File: src/rtl/seven_seg_capture_if.sv
// ============================================================================
// Module : seven_seg_capture_if
// Brief  : Digit-enable/segment sample lines and captured-frame outputs.
// Rev    : 1.0  initial release
// ============================================================================
`default_nettype none

interface seven_seg_capture_if;
  logic        dFourEn;
  logic        dThreeEn;
  logic        dTwoEn;
  logic        dOneEn;
  logic        CA;
  logic        CB;
  logic        CC;
  logic        CD;
  logic        CE;
  logic        CF;
  logic        CG;
  logic [15:0] bcdOut;
  logic [3:0]  digitValid;
  logic        frameDone;
  logic        segError;

  // master drives the display lines and observes the captured frame
  modport master (
    output dFourEn, dThreeEn, dTwoEn, dOneEn,
    output CA, CB, CC, CD, CE, CF, CG,
    input  bcdOut, digitValid, frameDone, segError
  );

  modport slave (
    input  dFourEn, dThreeEn, dTwoEn, dOneEn,
    input  CA, CB, CC, CD, CE, CF, CG,
    output bcdOut, digitValid, frameDone, segError
  );
endinterface

`default_nettype wire

File: src/rtl/seven_seg_capture.sv
// ============================================================================
// Module : seven_seg_capture
// Brief  : Samples a multiplexed 7-segment display and rebuilds the 4-digit BCD.
// Rev    : 1.0  initial release
// ============================================================================
`default_nettype none

module seven_seg_capture #(
  parameter int ACTIVE_LOW    = 1,
  parameter int SETTLE_CYCLES = 4
) (
  input  logic              Clk,
  input  logic              Reset,
  seven_seg_capture_if.slave bus
);

  typedef enum logic [1:0] {
    S_IDLE     = 2'd0,
    S_SETTLING = 2'd1,
    S_HELD     = 2'd2
  } state_t;

  localparam logic [7:0]  c_settle  = 8'(SETTLE_CYCLES);
  // Synchronizer resets to the wire idle level so no phantom enables appear.
  localparam logic [10:0] c_idleRaw = (ACTIVE_LOW != 0) ? 11'h7FF : 11'h000;

  logic [10:0] w_raw;
  logic [10:0] w_norm;
  logic [3:0]  w_en;
  logic [6:0]  w_seg;
  logic        w_none;
  logic        w_oneHot;
  logic        w_multi;
  logic        w_multiStart;
  logic        w_changed;
  logic [7:0]  w_cntInc;
  logic        w_capture;
  logic        w_frameComplete;
  logic [3:0]  w_decNib;
  logic        w_decOk;
  logic        w_decBad;
  state_t      w_nextState;
  logic [7:0]  w_nextCnt;

  logic [10:0] r_sync1;
  logic [10:0] r_sync2;
  logic [3:0]  r_prevEn;
  logic [6:0]  r_prevSeg;
  logic        r_prevMulti;
  state_t      r_state;
  logic [7:0]  r_cnt;
  logic [15:0] r_shadowNib;
  logic [3:0]  r_shadowValid;
  logic [3:0]  r_mask;
  logic [15:0] r_bcdOut;
  logic [3:0]  r_digitValid;
  logic        r_frameDone;
  logic        r_segError;

  assign w_raw = {bus.dFourEn, bus.dThreeEn, bus.dTwoEn, bus.dOneEn,
                  bus.CA, bus.CB, bus.CC, bus.CD, bus.CE, bus.CF, bus.CG};

  always_ff @(posedge Clk) begin
    if (Reset) begin
      r_sync1 <= c_idleRaw;
      r_sync2 <= c_idleRaw;
    end else begin
      r_sync1 <= w_raw;
      r_sync2 <= r_sync1;
    end
  end

  assign w_norm = (ACTIVE_LOW != 0) ? ~r_sync2 : r_sync2;
  assign w_en   = w_norm[10:7];
  assign w_seg  = w_norm[6:0];

  assign w_none       = (w_en == 4'b0000);
  assign w_oneHot     = !w_none && ((w_en & (w_en - 4'd1)) == 4'b0000);
  assign w_multi      = !w_none && !w_oneHot;
  assign w_multiStart = w_multi && !r_prevMulti;
  assign w_changed    = (w_en != r_prevEn) || (w_seg != r_prevSeg);
  assign w_cntInc     = r_cnt + 8'd1;

  always_comb begin
    w_decNib = 4'hF;
    w_decOk  = 1'b0;
    w_decBad = 1'b0;
    case (w_seg)
      7'h7E: begin w_decNib = 4'd0; w_decOk = 1'b1; end
      7'h30: begin w_decNib = 4'd1; w_decOk = 1'b1; end
      7'h6D: begin w_decNib = 4'd2; w_decOk = 1'b1; end
      7'h79: begin w_decNib = 4'd3; w_decOk = 1'b1; end
      7'h33: begin w_decNib = 4'd4; w_decOk = 1'b1; end
      7'h5B: begin w_decNib = 4'd5; w_decOk = 1'b1; end
      7'h5F: begin w_decNib = 4'd6; w_decOk = 1'b1; end
      7'h70: begin w_decNib = 4'd7; w_decOk = 1'b1; end
      7'h7F: begin w_decNib = 4'd8; w_decOk = 1'b1; end
      7'h7B: begin w_decNib = 4'd9; w_decOk = 1'b1; end
      7'h00: begin w_decNib = 4'hF; w_decOk = 1'b0; end
      default: w_decBad = 1'b1;
    endcase
  end

  // Capture fires on the edge where the dwell count reaches SETTLE_CYCLES.
  always_comb begin
    w_nextState = r_state;
    w_nextCnt   = r_cnt;
    w_capture   = 1'b0;
    if (!w_oneHot) begin
      w_nextState = S_IDLE;
      w_nextCnt   = 8'd0;
    end else if ((r_state == S_IDLE) || w_changed) begin
      w_nextCnt = 8'd1;
      if (c_settle == 8'd1) begin
        w_capture   = 1'b1;
        w_nextState = S_HELD;
      end else begin
        w_nextState = S_SETTLING;
      end
    end else if (r_state == S_SETTLING) begin
      w_nextCnt = w_cntInc;
      if (w_cntInc == c_settle) begin
        w_capture   = 1'b1;
        w_nextState = S_HELD;
      end
    end
  end

  always_ff @(posedge Clk) begin
    if (Reset) begin
      r_state     <= S_IDLE;
      r_cnt       <= 8'd0;
      r_prevEn    <= 4'b0000;
      r_prevSeg   <= 7'h00;
      r_prevMulti <= 1'b0;
    end else begin
      r_state     <= w_nextState;
      r_cnt       <= w_nextCnt;
      r_prevEn    <= w_en;
      r_prevSeg   <= w_seg;
      r_prevMulti <= w_multi;
    end
  end

  assign w_frameComplete = (r_mask == 4'b1111);

  // A capture coinciding with frame completion lands after the mask clear.
  always_ff @(posedge Clk) begin
    if (Reset) begin
      r_shadowNib   <= 16'h0000;
      r_shadowValid <= 4'b0000;
      r_mask        <= 4'b0000;
      r_bcdOut      <= 16'h0000;
      r_digitValid  <= 4'b0000;
      r_frameDone   <= 1'b0;
      r_segError    <= 1'b0;
    end else begin
      for (int i = 0; i < 4; i++) begin
        if (w_capture && w_en[i]) begin
          if (!w_decBad) begin
            r_shadowNib[i*4 +: 4] <= w_decNib;
          end
          r_shadowValid[i] <= w_decOk;
        end
      end
      r_mask      <= (w_frameComplete ? 4'b0000 : r_mask) | (w_capture ? w_en : 4'b0000);
      r_frameDone <= w_frameComplete;
      r_segError  <= w_multiStart || (w_capture && w_decBad);
      if (w_frameComplete) begin
        r_bcdOut     <= r_shadowNib;
        r_digitValid <= r_shadowValid;
      end
    end
  end

  assign bus.bcdOut     = r_bcdOut;
  assign bus.digitValid = r_digitValid;
  assign bus.frameDone  = r_frameDone;
  assign bus.segError   = r_segError;

endmodule

`default_nettype wire

File: src/flat_wrapper.sv
// flat-port wrapper written by rule: the top's interface ports become plain ports
module seven_seg_capture_flat 
#(
  parameter int ACTIVE_LOW    = 1,
  parameter int SETTLE_CYCLES = 4
)
  (Clk, Reset, bus_dFourEn, bus_dThreeEn, bus_dTwoEn, bus_dOneEn, bus_CA, bus_CB, bus_CC, bus_CD, bus_CE, bus_CF, bus_CG, bus_bcdOut, bus_digitValid, bus_frameDone, bus_segError);
  seven_seg_capture_if bus_i ();
  input  logic Clk;
  input  logic Reset;
  input wire logic [$bits(bus_i.dFourEn)-1:0] bus_dFourEn;
  input wire logic [$bits(bus_i.dThreeEn)-1:0] bus_dThreeEn;
  input wire logic [$bits(bus_i.dTwoEn)-1:0] bus_dTwoEn;
  input wire logic [$bits(bus_i.dOneEn)-1:0] bus_dOneEn;
  input wire logic [$bits(bus_i.CA)-1:0] bus_CA;
  input wire logic [$bits(bus_i.CB)-1:0] bus_CB;
  input wire logic [$bits(bus_i.CC)-1:0] bus_CC;
  input wire logic [$bits(bus_i.CD)-1:0] bus_CD;
  input wire logic [$bits(bus_i.CE)-1:0] bus_CE;
  input wire logic [$bits(bus_i.CF)-1:0] bus_CF;
  input wire logic [$bits(bus_i.CG)-1:0] bus_CG;
  output wire logic [$bits(bus_i.bcdOut)-1:0] bus_bcdOut;
  output wire logic [$bits(bus_i.digitValid)-1:0] bus_digitValid;
  output wire logic [$bits(bus_i.frameDone)-1:0] bus_frameDone;
  output wire logic [$bits(bus_i.segError)-1:0] bus_segError;
  assign bus_i.dFourEn = bus_dFourEn;
  assign bus_i.dThreeEn = bus_dThreeEn;
  assign bus_i.dTwoEn = bus_dTwoEn;
  assign bus_i.dOneEn = bus_dOneEn;
  assign bus_i.CA = bus_CA;
  assign bus_i.CB = bus_CB;
  assign bus_i.CC = bus_CC;
  assign bus_i.CD = bus_CD;
  assign bus_i.CE = bus_CE;
  assign bus_i.CF = bus_CF;
  assign bus_i.CG = bus_CG;
  assign bus_bcdOut = bus_i.bcdOut;
  assign bus_digitValid = bus_i.digitValid;
  assign bus_frameDone = bus_i.frameDone;
  assign bus_segError = bus_i.segError;
  seven_seg_capture #(.ACTIVE_LOW(ACTIVE_LOW), .SETTLE_CYCLES(SETTLE_CYCLES)) u_core (.Clk(Clk), .Reset(Reset), .bus(bus_i));
endmodule
File: config.mk
export PLATFORM = sky130hd
export DESIGN_NAME = seven_seg_capture_flat
export DESIGN_NICKNAME = d
export VERILOG_FILES = /design/src/rtl/seven_seg_capture_if.sv /design/src/rtl/seven_seg_capture.sv /design/src/flat_wrapper.sv
export SDC_FILE = /design/constraint.sdc
export NUM_CORES = 1
export LEC_CHECK = 0
export CORE_MARGIN = 8
export CORE_UTILIZATION = 55
export DETAILED_ROUTE_END_ITERATION = 6
export PLACE_DENSITY = 0.75
export SYNTH_ARGS = -nofsm -noshare
export SYNTH_HDL_FRONTEND = slang
export SYNTH_SLANG_ARGS = --single-unit
File: constraint.sdc
create_clock -name Clk -period 5.8 [get_ports Clk]
set_input_delay 1.74 -clock Clk [delete_from_list [all_inputs] [get_ports Clk]]
set_output_delay 1.74 -clock Clk [all_outputs]
set_load 0.01 [all_outputs]
==> results by group, run 1 <==
Run status
  • Status: finished, final reports clean

Place
  • Placed Area: 0.00392 mm²
  • Worst slack, placed: roughly 2300 ps
  • Port Buffers: 34
  • Gpl congestion: around 0.83
  • Final HPWL DP: 4740 µm

STA
  • Max-slew violations: 0
  • Hold Violations, Final: 0
  • Final Cycle Share: 0.536
  • Hold slack: a little over 400 ps
  • Max Fclk: between 0.3 and 0.4 GHz
  • Setup slack after layout: 2690 ps
  • Unrepaired setup endpoints after global routing: false
  • Worst Skew: approximately 10 ps
  • Least-Margin Pin Slew: approximately 970 ps
  • Setup_tns: 0 ps
  • Setup-failing EPs final: 0
  • Final min period: approximately 3100 ps
  • Slew margin rel.: 0.352

CTS
  • CTS tree: yes
  • Root Driver: clkbuf_8
  • CTS Buf Count: 9
  • H-tree lvl count: 3
  • Clock transition at path regs: approximately 90 ps
  • Clk_lat worst skew: approximately 360 ps
  • Number of setup buffers added after CTS: 0
  • CTS resizes: 0
  • CTS max path bufs: 2
  • CTS Sinks: 90
  • Hold buffers post-CTS: 0

Yosys
  • Post-synth EDFFs: 0
  • Synthesis-stage register bit count: 90
  • Mapped Area: about 0.0036 mm²
  • Post-synthesis sequential area ratio: 0.501
  • Synth unique cells: 52
  • Cells after Synth: 394
  • Async SR Flop Fraction: 0
  • Mapped Nets: between 400 and 500
  • Synth Warn #: 0
  • Syn Area/Cell: about 9.1 µm²
  • Post-synth top flop: dfxtp_1

Critical path
  • R2R Setup Slk: about 3300 ps
  • Worst EP arrival: ~3300 ps
  • Startpoint Class: input port
  • Kind of critical path: input port to flop
  • R2r startpoint: u_core.r_cnt[0]
  • Highest net fanout along the worst path: 74
  • Reg2reg path depth: 7
  • Crit end category: flop
  • Critical Path RT: around 6000 ps
  • FF-to-FF End: u_core.r_shadowNib[1]

Flow run
  • Max-cap check violation count: 0

Global routing
  • Vias in the first global route: 2,505
  • First-pass GRT wire length: between 10,000 and 15,000 µm
  • Total gr overflow: 0
  • Initial antenna violation count: 0
  • All-Layer GR Usage: 0.144
  • Largest net degree at the start of global routing: 75

Routing
  • Metal1 wirelength: between 3000 and 4000 µm
  • WL final: between 6000 and 7000 µm
  • Vias per std cell: about 5.4
  • Met2 wire length: around 3200 µm
  • Uppermost layer routed: met4
  • Avg WL per Cell: approximately 13 µm
  • Via count: 2,663
  • Drt pass-1 iters: 4
  • # DRC: 0
  • Post-route ant nets: 0
  • DR iter-0 viols: 100
  • Metal3 WL: ~290 µm

Final layout
  • Area delta synth->final: 14.8%
  • Design area: 0.00413 mm²
  • Most common cell after layout, fill and taps aside: dfxtp_1
  • Commonest non-fill, non-tap cells in the layout: dfxtp_1, nand2_1, nor2_1, clkdlybuf4s50_1, a21oi_1
  • Seq. cell area: 0.00180 mm²
  • Layout Nets: 429
  • Share of cells above drive strength 1: 0.126
  • Diode count: 0
  • # fillers: approximately 550
  • Multi-input gate area: between 0.0015 and 0.002 mm²

Floorplanning
  • Die ar.: 0.00938 mm²
  • Die H: 96.8 µm
  • Width of the die: ~97 µm
  • Ports: 35
  • Std cell rows: 29
  • Initial Util: 0.566
  • Placeable Area: about 0.0063 mm²

Min path
  • Worst Min Path Start: u_core.r_sync1[3]
  • Worst min path class: flop to flop
  • Hold Crit Endpoint: u_core.r_sync2[3]
  • Hold Path Stages: 1

Power
  • P per Cell Area: about 270 mW/mm²
  • Leak: 1.55 nW
  • VDD IR-drop max: a little over 200 µV
[worst max path at each step]
| stage | to | start | slack, ps | cells after the start |
|---|---|---|---|---|
| floorplan | u_core.r_prevSeg[3] | Reset | 3110 | 4 |
| global placement | u_core.bus.segError | Reset | 2400 | 6 |
| detailed placement | u_core.bus.segError | Reset | 2320 | 6 |
| CTS | u_core.bus.segError | Reset | 2700 | 6 |
| global route | u_core.bus.segError | Reset | 2520 | 6 |
| finish | u_core.bus.segError | Reset | 2690 | 6 |
[area by class of cell]
cell class | count | share of cell area
sequential | 90 | 0.437
multi-input combinational | 265 | 0.394
timing repair buffer | 35 | 0.0831
clock buffer | 10 | 0.0334
tap | 77 | 0.0233
clock inverter | 6 | 0.0173
inverter | 13 | 0.0118
[registers in the layout (all words and copies together), names as in the netlist]
register               flops
u_core.r_sync2            11
u_core.r_prevMulti         1
u_core.bus.bcdOut         16
u_core.r_mask              4
u_core.r_shadowValid       4
u_core.r_sync1            11
u_core.bus.segError        1
u_core.bus.digitValid      4
u_core.r_cnt               8
u_core.r_prevSeg           7
u_core.bus.frameDone       1
u_core.r_state             2
u_core.r_prevEn            4
u_core.r_shadowNib        16
[per-layer routing]
layer  vias to the layer above  global-route usage
li1                       1377                   -
met1                      1222               0.168
met2                        54               0.239
met3                        10              0.0377
met4                         0              0.0686
met5                         -                   0
[cells by family (layout without fill, tap and decap cells)]
group / count (synthesis) / after routing / synth area share
AO/OA/AOI/OAI: 66 / 66 / 0.121
XOR/XNOR: 20 / 20 / 0.0487
adder cells (fa/ha/maj): 3 / 3 / 0.00974
buffers and inverters: 39 / 64 / 0.0459
flip-flops: 90 / 90 / 0.501
multiplexers: 7 / 7 / 0.0230
AND/OR/NAND/NOR: 169 / 169 / 0.250
[synth_stat cells, types with 2 or more instances]
cell,n,area share
dfxtp_1,90,0.50
nand2_1,57,0.060
nor2_1,33,0.034
a21oi_1,31,0.043
or2_2,23,0.040
clkbuf_1,17,0.018
inv_1,13,0.014
xnor2_1,10,0.024
xor2_1,10,0.024
nand4_1,8,0.014
a221oi_1,6,0.015
buf_2,6,0.0084
mux2i_1,6,0.017
nand3_1,6,0.0084
nor2b_1,6,0.010
and3_1,5,0.0087
nor3_1,5,0.0070
nand4_2,4,0.014
nor3b_1,4,0.0084
o211ai_1,4,0.0084
o21ai_0,4,0.0056
o21ai_1,4,0.0056
a41o_1,3,0.0084
and2_1,3,0.0052
nand2b_1,3,0.0052
a211oi_1,2,0.0042
ha_1,2,0.0070
nor4b_1,2,0.0049
nor4bb_1,2,0.0056
o221a_1,2,0.0063
o31ai_1,2,0.0042
[critical path: stages]
cell and delay, ps:
buf_2 70, buf_4 510, inv_1 310, o21ai_0 200
nand2b_1 350, o31ai_1 110
[power by group]
group	switching, W	total, W	internal (W)
Sequential	0.0000104	0.000638	0.000628
Combinational	0.0000290	0.0000552	0.0000262
Clock	0.000220	0.000435	0.000215
[through the flow]
stage                util  std cells  total power [W]
floorplan               -        394         0.000693
global placement    0.617        480         0.000706
detailed placement  0.617        480         0.000708
CTS                 0.650        496          0.00114
global route        0.650        496          0.00117
finish              0.650        496          0.00113
(Power assumes the default switching activity.)
==> inputs of run 2 (changes only) <==
Settings changed: CORE_UTILIZATION 55 to 51, PLACE_DENSITY 0.75 to 0.73.
Clock period 5.8 ns to 2.6 ns, I/O delays scaled along.
==> results by group, run 2 (synthesis gave the netlist of run 1 again) <==
Routing
  • # DRC: 0 (unchanged)
  • DR iter-0 viols: 127 (+27%)
  • Post-route ant nets: 0 (unchanged)
  • Vias per std cell: 5.21 (-3.0%)
  • Avg WL per Cell: 13.1 µm (-1.6%)
  • WL final: 6850 µm (+3.8%)
  • Via count: 2,723 (+2.3%)
  • Drt pass-1 iters: 4 (unchanged)

Critical path
  • Kind of critical path: flop to flop
  • Critical path depth: 7 (+1)
  • Startpoint Class: flop
  • R2R Setup Slk: 200 ps (-3090 ps)
  • Crit end category: flop
  • Cell breakdown of the critical path: ha_1 > and3_1 > o21ai_0 > mux2i_4 > and2_1 > nand4_1 > a221oi_1
  • Highest net fanout along the worst path: 8 (-89%)
  • Slowest CP cell: dfxtp_1
  • R2r startpoint: u_core.r_cnt[0]
  • Crit path buffers/inverters: 0 (-3)
  • Largest stage delay on the critical path: 410 ps (-100 ps)
  • FF-to-FF End: u_core.r_shadowNib[1]
  • Critical Path RT: 2870 ps (-3170 ps)
  • Reg2reg path depth: 7 (unchanged)
  • Worst EP arrival: 2670 ps (-670 ps)
  • Crit-path leading delay family: simple AND/OR/NAND/NOR gates

Global routing
  • Vias in the first global route: 2,647 (+5.7%)
  • Total gr overflow: 0 (unchanged)
  • First-pass GRT wire length: 12,000 µm (+4.0%)
  • All-Layer GR Usage: 0.148 (+0.00426)
  • Largest net degree at the start of global routing: 74 (-1.3%)
  • Initial antenna violation count: 0 (unchanged)

Final layout
  • Layout Nets: 437 (+1.9%)
  • Area delta synth->final: 17.5%
  • Diode count: 0 (unchanged)
  • Share of cells above drive strength 1: 0.143 (+0.0164)
  • # fillers: 594 (+7.6%)
  • Commonest non-fill, non-tap cells in the layout: dfxtp_1, nand2_1, nor2_1, clkdlybuf4s50_1, a21oi_1
  • Fin cells: 523 (+5.4%)
  • Most common cell after layout, fill and taps aside: dfxtp_1

Min path
  • Hold Path Stages: 1 (unchanged)
  • Worst min path class: flop to flop
  • Worst Min Path Start: u_core.r_sync1[8]
  • Hold Crit Endpoint: u_core.r_sync2[8]

STA
  • Unrepaired setup endpoints after global routing: false
  • Hold Violations, Final: 0 (unchanged)
  • Slew margin rel.: 0.558 (+0.207)
  • Final Cycle Share: 0.923
  • Setup-failing EPs final: 0 (unchanged)
  • Worst Skew: 10.3 ps (+0.0467 ps)
  • Max Fclk: roughly 0.42 GHz
  • Final min period: approximately 2400 ps
  • Least-Margin Pin Slew: 663 ps (-308 ps)
  • Setup_tns: 0 ps (unchanged)
  • Max-slew violations: 0 (unchanged)

Floorplanning
  • Ports: 35 (unchanged)
  • Width of the die: 100 µm (+3.2%)
  • Std cell rows: 30 (+3.4%)
  • Die ar.: 0.00999 mm² (+6.5%)
  • Placeable Area: 0.00679 mm² (+7.0%)
  • Die H: 100 µm (+3.2%)
  • Initial Util: 0.529 (-0.0370)

Power
  • Leak: 1.61 nW (+3.3%)
  • P per Cell Area: 616 mW/mm² (+130%)
  • VDD IR-drop max: 329 µV (+61%)

Flow run
  • Max-cap check violation count: 0 (unchanged)

CTS
  • Hold buffers post-CTS: 0 (unchanged)
  • CTS max path bufs: 2 (unchanged)
  • Clock transition at path regs: 90 ps (about the same)
  • Root Driver: clkbuf_8
  • CTS tree: yes
  • CTS Buf Count: 9 (unchanged)
  • CTS resizes: 0 (unchanged)
  • Number of setup buffers added after CTS: 0 (unchanged)
  • H-tree lvl count: 3 (unchanged)
  • Clk_lat worst skew: 360 ps (about the same)
  • CTS Sinks: 90 (unchanged)

Run status
  • Status: finished, final reports clean

Place
  • Gpl congestion: 0.841 (+1.0%)
  • Inst Count DP: 507 (+5.6%)
  • Final HPWL DP: 4940 µm (+4.4%)
  • Port Buffers: 34 (unchanged)
run 2: cell type report:
| cell class | count | area (µm²) | area share |
|---|---|---|---|
| clock buffer | 9 | 124 | 0.0293 |
| timing repair buffer | 43 | 403 | 0.0954 |
| sequential | 90 | 1800 | 0.427 |
| multi-input combinational | 265 | 1630 | 0.385 |
| clock inverter | 7 | 98.8 | 0.0234 |
| inverter | 13 | 48.8 | 0.0116 |
| tap | 96 | 120 | 0.0284 |
run 2: metrics by stage:
step	total power (W)	util	hold WS [ps]	setup slack, ps	cell area (µm²)
floorplan	0.00155	-	389	577	3590
global placement	0.00158	0.589	391	354	4000
detailed placement	0.00159	0.589	395	251	4000
CTS	0.00262	0.622	415	209	4220
global route	0.00270	0.622	421	16.5	4220
finish	0.00260	0.622	413	199	4220
run 2: metal layers:
layer,vias to the layer above,track usage,share of wire
met4,0,0.0803,0.019
met5,-,0,0
met2,50,0.246,0.47
met3,12,0.0381,0.041
met1,1265,0.170,0.47
li1,1396,-,-
run 2: report_power, final:
group	leakage [nW]	internal (W)	switching [W]
clock network	0.110	0.000547	0.000500
logic	0.764	0.0000631	0.0000673
registers	0.732	0.00140	0.0000225
run 2: worst max path at each step:
| stage | slack, ps | end | start |
|---|---|---|---|
| final | 200 | u_core.r_shadowNib[1] | u_core.r_cnt[0] |
| after detailed placement | 250 | u_core.r_shadowNib[13] | u_core.r_cnt[0] |
| after floorplan | 580 | u_core.r_shadowNib[1] | u_core.r_cnt[0] |
| after global placement | 350 | u_core.r_shadowNib[1] | u_core.r_cnt[0] |
| after CTS | 210 | u_core.r_shadowNib[1] | u_core.r_cnt[0] |
| after global routing | 20 | u_core.r_shadowNib[1] | u_core.r_cnt[0] |
